**config.mk**
```make
export PLATFORM = sky130hd
export DESIGN_NAME = hms_seg7_scan
export DESIGN_NICKNAME = d
export VERILOG_FILES = /design/src/rtl/hms_seg7_pkg.sv /design/src/rtl/bcd_to_seg7.sv /design/src/rtl/hms_seg7_scan.sv
export SDC_FILE = /design/constraint.sdc
export NUM_CORES = 1
export LEC_CHECK = 0
export BUFFER_PORTS_ARGS = -buffer_cell sky130_fd_sc_hd__buf_2
export CORE_MARGIN = 1
export CORE_UTILIZATION = 60
export DETAILED_ROUTE_END_ITERATION = 8
export GPL_ROUTABILITY_DRIVEN = 0
export GPL_TIMING_DRIVEN = 0
export PLACE_DENSITY = 0.82
export SLEW_MARGIN = 20
export SYNTH_ARGS = -nofsm -noshare
export SYNTH_HDL_FRONTEND = slang
export SYNTH_SLANG_ARGS = --single-unit
export TNS_END_PERCENT = 50
```
**constraint.sdc**
```tcl
create_clock -name ap_clk -period 3.2 [get_ports ap_clk]
set_input_delay 0.48 -clock ap_clk [delete_from_list [all_inputs] [get_ports ap_clk]]
set_output_delay 0.48 -clock ap_clk [all_outputs]
set_load 0.01 [all_outputs]
```
**src/rtl/hms_seg7_pkg.sv**
```systemverilog
// rtl/hms_seg7_pkg.sv - shared types, limits, segment codes and BCD step for hms_seg7_scan
package hms_seg7_pkg;

    typedef enum logic [1:0] {
        IDLE   = 2'd0,
        CONV   = 2'd1,
        COMMIT = 2'd2
    } state_t;

    localparam int         NUM_DIGITS = 6;
    localparam logic [3:0] DASH       = 4'hA;
    localparam logic [7:0] HH_MAX     = 8'd23;
    localparam logic [7:0] MS_MAX     = 8'd59;

    // Logical (high-true) segment patterns, bit order {g,f,e,d,c,b,a}
    localparam logic [6:0] SEG_0    = 7'h3F;
    localparam logic [6:0] SEG_1    = 7'h06;
    localparam logic [6:0] SEG_2    = 7'h5B;
    localparam logic [6:0] SEG_3    = 7'h4F;
    localparam logic [6:0] SEG_4    = 7'h66;
    localparam logic [6:0] SEG_5    = 7'h6D;
    localparam logic [6:0] SEG_6    = 7'h7D;
    localparam logic [6:0] SEG_7    = 7'h07;
    localparam logic [6:0] SEG_8    = 7'h7F;
    localparam logic [6:0] SEG_9    = 7'h6F;
    localparam logic [6:0] SEG_DASH = 7'h40;
    localparam logic [6:0] SEG_OFF  = 7'h00;

    // One double-dabble step: add 3 to every nibble >= 5, then shift in the next binary bit
    function automatic logic [11:0] dabble_step(input logic [11:0] bcd, input logic bit_in);
        logic [11:0] adj;
        adj = bcd;
        for (int i = 0; i < 3; i++) begin
            if (adj[4*i +: 4] >= 4'd5) begin
                adj[4*i +: 4] = adj[4*i +: 4] + 4'd3;
            end
        end
        return {adj[10:0], bit_in};
    endfunction

endpackage

```
**src/rtl/bcd_to_seg7.sv**
```systemverilog
// rtl/bcd_to_seg7.sv - 4-bit digit code to logical 7-segment pattern
module bcd_to_seg7
    import hms_seg7_pkg::*;
(
    input  logic [3:0] code,
    output logic [6:0] seg
);

    // Digits 0-9 and the dash marker; any other code leaves the digit dark
    always_comb begin
        seg = SEG_OFF;
        case (code)
            4'd0:    seg = SEG_0;
            4'd1:    seg = SEG_1;
            4'd2:    seg = SEG_2;
            4'd3:    seg = SEG_3;
            4'd4:    seg = SEG_4;
            4'd5:    seg = SEG_5;
            4'd6:    seg = SEG_6;
            4'd7:    seg = SEG_7;
            4'd8:    seg = SEG_8;
            4'd9:    seg = SEG_9;
            DASH:    seg = SEG_DASH;
            default: seg = SEG_OFF;
        endcase
    end

endmodule

```
**src/rtl/hms_seg7_scan.sv**
```systemverilog
// rtl/hms_seg7_scan.sv - hh:mm:ss to six-digit multiplexed 7-segment display driver
module hms_seg7_scan
    import hms_seg7_pkg::*;
#(
    parameter int SCAN_DIV       = 1000,
    parameter bit SEG_ACTIVE_LOW = 1'b1
) (
    input  logic       ap_clk,
    input  logic       ap_rst_n,
    input  logic [7:0] hh,
    input  logic [7:0] mm,
    input  logic [7:0] ss,
    input  logic       blank,
    output logic [6:0] seg,
    output logic       dp,
    output logic [5:0] dig_en,
    output logic       busy,
    output logic       err
);

    localparam int             PW         = $clog2(SCAN_DIV);
    localparam logic [PW-1:0]  PRESC_LAST = PW'(SCAN_DIV - 1);
    localparam logic [2:0]     IDX_LAST   = 3'(NUM_DIGITS - 1);

    state_t        state;
    logic [7:0]    snap_hh, snap_mm, snap_ss;
    logic [7:0]    shreg;
    logic [11:0]   bcd;
    logic [11:0]   bcd_next;
    logic [1:0]    field;
    logic [2:0]    bit_cnt;
    logic [7:0]    res_ss, res_mm, res_hh;
    logic [23:0]   disp;
    logic [PW-1:0] presc;
    logic [2:0]    idx;

    logic          ss_bad, mm_bad, hh_bad;
    logic [7:0]    ss_pair, mm_pair, hh_pair;
    logic [3:0]    cur_code;
    logic [6:0]    seg_raw;
    logic [6:0]    seg_log;
    logic          dp_log;

    assign bcd_next = dabble_step(bcd, shreg[7]);
    assign busy     = (state != IDLE);

    // Range check works on the snapshot, so a bad field shows as dashes regardless of its BCD
    assign ss_bad  = (snap_ss > MS_MAX);
    assign mm_bad  = (snap_mm > MS_MAX);
    assign hh_bad  = (snap_hh > HH_MAX);
    assign ss_pair = ss_bad ? {DASH, DASH} : res_ss;
    assign mm_pair = mm_bad ? {DASH, DASH} : res_mm;
    assign hh_pair = hh_bad ? {DASH, DASH} : res_hh;

    // Capture/convert/commit sequencer: one shared shifter converts ss, mm, hh in turn
    always_ff @(posedge ap_clk or negedge ap_rst_n) begin
        if (!ap_rst_n) begin
            state   <= IDLE;
            snap_hh <= '0;
            snap_mm <= '0;
            snap_ss <= '0;
            shreg   <= '0;
            bcd     <= '0;
            field   <= '0;
            bit_cnt <= '0;
            res_ss  <= '0;
            res_mm  <= '0;
            res_hh  <= '0;
            disp    <= '0;
            err     <= 1'b0;
        end else begin
            case (state)
                IDLE: begin
                    if ({hh, mm, ss} != {snap_hh, snap_mm, snap_ss}) begin
                        snap_hh <= hh;
                        snap_mm <= mm;
                        snap_ss <= ss;
                        shreg   <= ss;
                        bcd     <= '0;
                        field   <= 2'd0;
                        bit_cnt <= 3'd0;
                        state   <= CONV;
                    end
                end
                CONV: begin
                    bit_cnt <= bit_cnt + 3'd1;
                    if (bit_cnt == 3'd7) begin
                        bcd <= '0;
                        case (field)
                            2'd0: begin
                                res_ss <= bcd_next[7:0];
                                shreg  <= snap_mm;
                                field  <= 2'd1;
                            end
                            2'd1: begin
                                res_mm <= bcd_next[7:0];
                                shreg  <= snap_hh;
                                field  <= 2'd2;
                            end
                            default: begin
                                res_hh <= bcd_next[7:0];
                                state  <= COMMIT;
                            end
                        endcase
                    end else begin
                        bcd   <= bcd_next;
                        shreg <= {shreg[6:0], 1'b0};
                    end
                end
                COMMIT: begin
                    disp  <= {hh_pair, mm_pair, ss_pair};
                    err   <= ss_bad | mm_bad | hh_bad;
                    state <= IDLE;
                end
                default: state <= IDLE;
            endcase
        end
    end

    // Free-running scan: each digit holds for SCAN_DIV cycles, blank does not stop it
    always_ff @(posedge ap_clk or negedge ap_rst_n) begin
        if (!ap_rst_n) begin
            presc <= '0;
            idx   <= '0;
        end else if (presc == PRESC_LAST) begin
            presc <= '0;
            idx   <= (idx == IDX_LAST) ? 3'd0 : idx + 3'd1;
        end else begin
            presc <= presc + PW'(1);
        end
    end

    // Select the display digit for the active scan position
    always_comb begin
        cur_code = disp[3:0];
        case (idx)
            3'd0:    cur_code = disp[3:0];
            3'd1:    cur_code = disp[7:4];
            3'd2:    cur_code = disp[11:8];
            3'd3:    cur_code = disp[15:12];
            3'd4:    cur_code = disp[19:16];
            default: cur_code = disp[23:20];
        endcase
    end

    bcd_to_seg7 u_dec (
        .code (cur_code),
        .seg  (seg_raw)
    );

    // Apply blanking, separator position and pin polarity
    always_comb begin
        seg_log = blank ? SEG_OFF : seg_raw;
        dp_log  = !blank && ((idx == 3'd2) || (idx == 3'd4));
        dig_en  = blank ? 6'b000000 : (6'b000001 << idx);
        seg     = SEG_ACTIVE_LOW ? ~seg_log : seg_log;
        dp      = SEG_ACTIVE_LOW ? ~dp_log : dp_log;
    end

endmodule
```
==> results by group <==
Placed design
  • Setup WS pre-CTS: 0.0976 ns
  • Hpwl dp: 8980 um
  • Dpl cells: 673
  • Number of I/O port buffers: 42

Yosys
  • Largest family of logic cells by synthesized area: simple AND/OR/NAND/NOR gates
  • Syn avg cell area: 10.6 sq um
  • Number of flops mapped to enable cells by yosys: 0
  • Multiplexer area fraction after synthesis: 11.7%
  • Distinct cells, synth: 50
  • Adder-cell share of the synthesized area: 2.93%
  • Syn Nets: 562
  • Sequential share of the synthesized area: 49.1%
  • Mapped Cells: 522
  • Synth Flop Type: dfrtp_1
  • Post-Synth XOR/XNOR Area: 5.52%
  • Ys Warns: 0
  • Simple-gate share of the synthesized area: 14.0%
  • Post-Syn Area: 5560 sq um
  • Post-synth ARST share: 100%
  • Post-synthesis compound-gate area fraction: 13.7%
  • Flops & latches, synth: 109

Drt
  • # DRC: 2
  • Drt pass-1 iters: 8
  • Via count: 4117
  • Vias per cell: 5.95
  • Initial DRC count: 137
  • Final Routed Wirelength: 12000 um
  • DRT antenna net count: 0
  • Wirelength per Cell: 17.4 um

Cells and area
  • Fin nets: 619
  • Most frequent cells in the layout: 107 x dfrtp_1, 62 x nand2_1, 47 x buf_2
  • Area occupied by multi-input gates: 2760 sq um
  • Fin util: 70.8%
  • Synth-to-Final Area Change: 12.7%
  • Cell Count, Final, Fillers Out: 692
  • Register Area: 2730 sq um
  • Commonest non-fill, non-tap cell in the layout: dfrtp_1
  • Layout fillers: 628
  • Ant. Diodes: 0
  • Fraction of layout instances using a drive strength above 1: 24.5%

Die
  • Standard-cell rows: 34
  • CORE AREA: 8850 sq um
  • Ports: 43
  • Die Span Y: 98.2 um
  • Initial core utilization: 62.8%
  • Die area: 9650 sq um
  • Die X: 98.2 um

Global route
  • Largest net degree at the start of global routing: 71
  • Total Routing Usage GR: 26.9%
  • First-pass GRT wire length: 20400 um
  • Remaining global-route overflow: 0
  • Initial antenna violation count: 0
  • Via count of the first global-routing pass: 4170

Timing
  • Post-route setup slack: 0.0943 ns
  • Worst slew pin tran: 0.971 ns
  • Hold WS: 0.00147 ns
  • Final period utilization: 97.1%
  • RSZ-0062 raised after global routing: true
  • Skew final: 0.0115 ns
  • Fmax: 0.322 GHz
  • Setup violators final: 0
  • Crit path time final: 3.11 ns
  • Slew Limit Fails: 0
  • Final hold vios: 0
  • Slew HR: 35.1%

Clock network
  • CTS tree: done
  • Clock Pin Slew Worst Setup and Hold Paths: 0.10 ns
  • Num Clock Sinks: 109
  • Clock Tree Buf Depth: 2
  • Root Buffer: clkbuf_8
  • Cts hold-fix bufs: 0
  • Clock Latency Late Sink: 0.38 ns
  • CTS buffer count: 9
  • CTS HTree Levels: 3

Power
  • Pleak: 2.72 nW
  • Max rail drop VDD: 0.419 mV
  • Power Density: 822 nW/um^2
  • Power, Total: 5.15 mW

Outcome
  • Failing checks: DRC
  • Status: complete, but fails checks

Critical path
  • CP Capture Type: output port
  • Flop2flop setup slack: 0.59 ns
  • Setup CP Type: register to output port
  • CP Launch Type: register
  • CP required: 2.72 ns
  • Arr. time, crit path: 2.63 ns
  • CP max FO: 10

Flow run
  • Maxcap violations: 0

Worst hold path
  • Worst hold path class: input port to asynchronous set/reset pin
metal layers:
layer / share of wire [%] / track usage, % / up-vias
met5: 0 / 0 / -
met4: 1.8 / 8.27 / 0
met3: 4.8 / 6.44 / 22
met2: 48 / 44.2 / 91
met1: 45 / 35.6 / 2040
li1: - / - / 1964
registers in the layout, summed over array words and instances (netlist names):
register,flops
res_hh,8
field,2
bit_cnt,3
snap_ss,8
snap_hh,8
presc,10
disp,24
err,1
res_ss,8
shreg,8
snap_mm,8
idx,3
bcd,8
state,2
res_mm,8
synth_stat cells (all sizes together) (7+ instances only):
cell	count	area [sq um]
clkbuf	13	48.8
o22ai	9	56.3
nand2	62	233
nor2b	7	43.8
nand3	14	70.1
mux2	46	589
inv	12	45.0
ha	13	163
a22o	7	61.3
nor2	34	128
nand2b	7	43.8
a21oi	36	184
nand4	8	50.1
dfrtp	109	2730
buf	12	81.3
xnor2	29	254
o21ai	34	174
final cells by class:
cell class	count	area share, %
Sequential cell	109	43.6
Buffer	24	2.16
Clock buffer	10	2.04
Inverter	12	0.759
Timing Repair Buffer	47	4.38
Clock inverter	6	0.899
Multi-Input combinational cell	376	44.0
Tap cell	108	2.16
kinds of logic (layout without fill, tap and decap cells):
family | Yosys count | count (layout)
flops | 109 | 109
compound gates | 119 | 119
xor+xnor | 35 | 35
fa+ha+maj | 13 | 13
buf+inv | 37 | 99
simple gates | 157 | 157
mux | 52 | 52
path summary, 6_finish.rpt:
path                            startpoint    endpoint  cells after the start
worst min-delay path              ap_rst_n  snap_mm[1]                      1
worst min register to register    presc[0]    presc[0]                      1
worst max-delay path                idx[0]      seg[4]                     11
min in group ap_clk                  mm[3]  snap_mm[3]                      2
max in group asynchronous         ap_rst_n      idx[1]                      2
worst max register to register  bit_cnt[0]   res_ss[5]                      7
timing repair:
| action | in CTS | in global routing |
|---|---|---|
| endpoints found under the setup margin | 6 | 5 |
| hold endpoints to repair | 0 | 0 |
| pin swaps | 0 | 4 |
| buffers inserted | 0 | 4 |
| cloned | 0 | 0 |
| gates resized for setup | 8 | 19 |
power breakdown:
part           switching [mW]  internal [mW]
combinational            1.03           1.03
sequential              0.429           1.88
clock                   0.484          0.299
per-stage QoR:
| step | setup TNS (ns) | instance area, sq um |
|---|---|---|
| finish | 0 | 6260 |
| CTS | 0 | 6140 |
| detailed placement | 0 | 5940 |
| global placement | 0 | 5900 |
| floorplan | 0 | 5560 |
| global route | -0.0614 | 6260 |
worst max-delay path, cell delays in order (launching register included):
cell	delay, ns
dfrtp_1	0.39
buf_6	0.14
clkbuf_4	0.19
nor2b_4	0.16
a32oi_1	0.25
a31oi_2	0.18
inv_2	0.15
ha_4	0.14
nor2_1	0.04
a221o_1	0.32
a21o_1	0.15
buf_2	0.13
No activity file was read; power rests on OpenSTA's default activity.
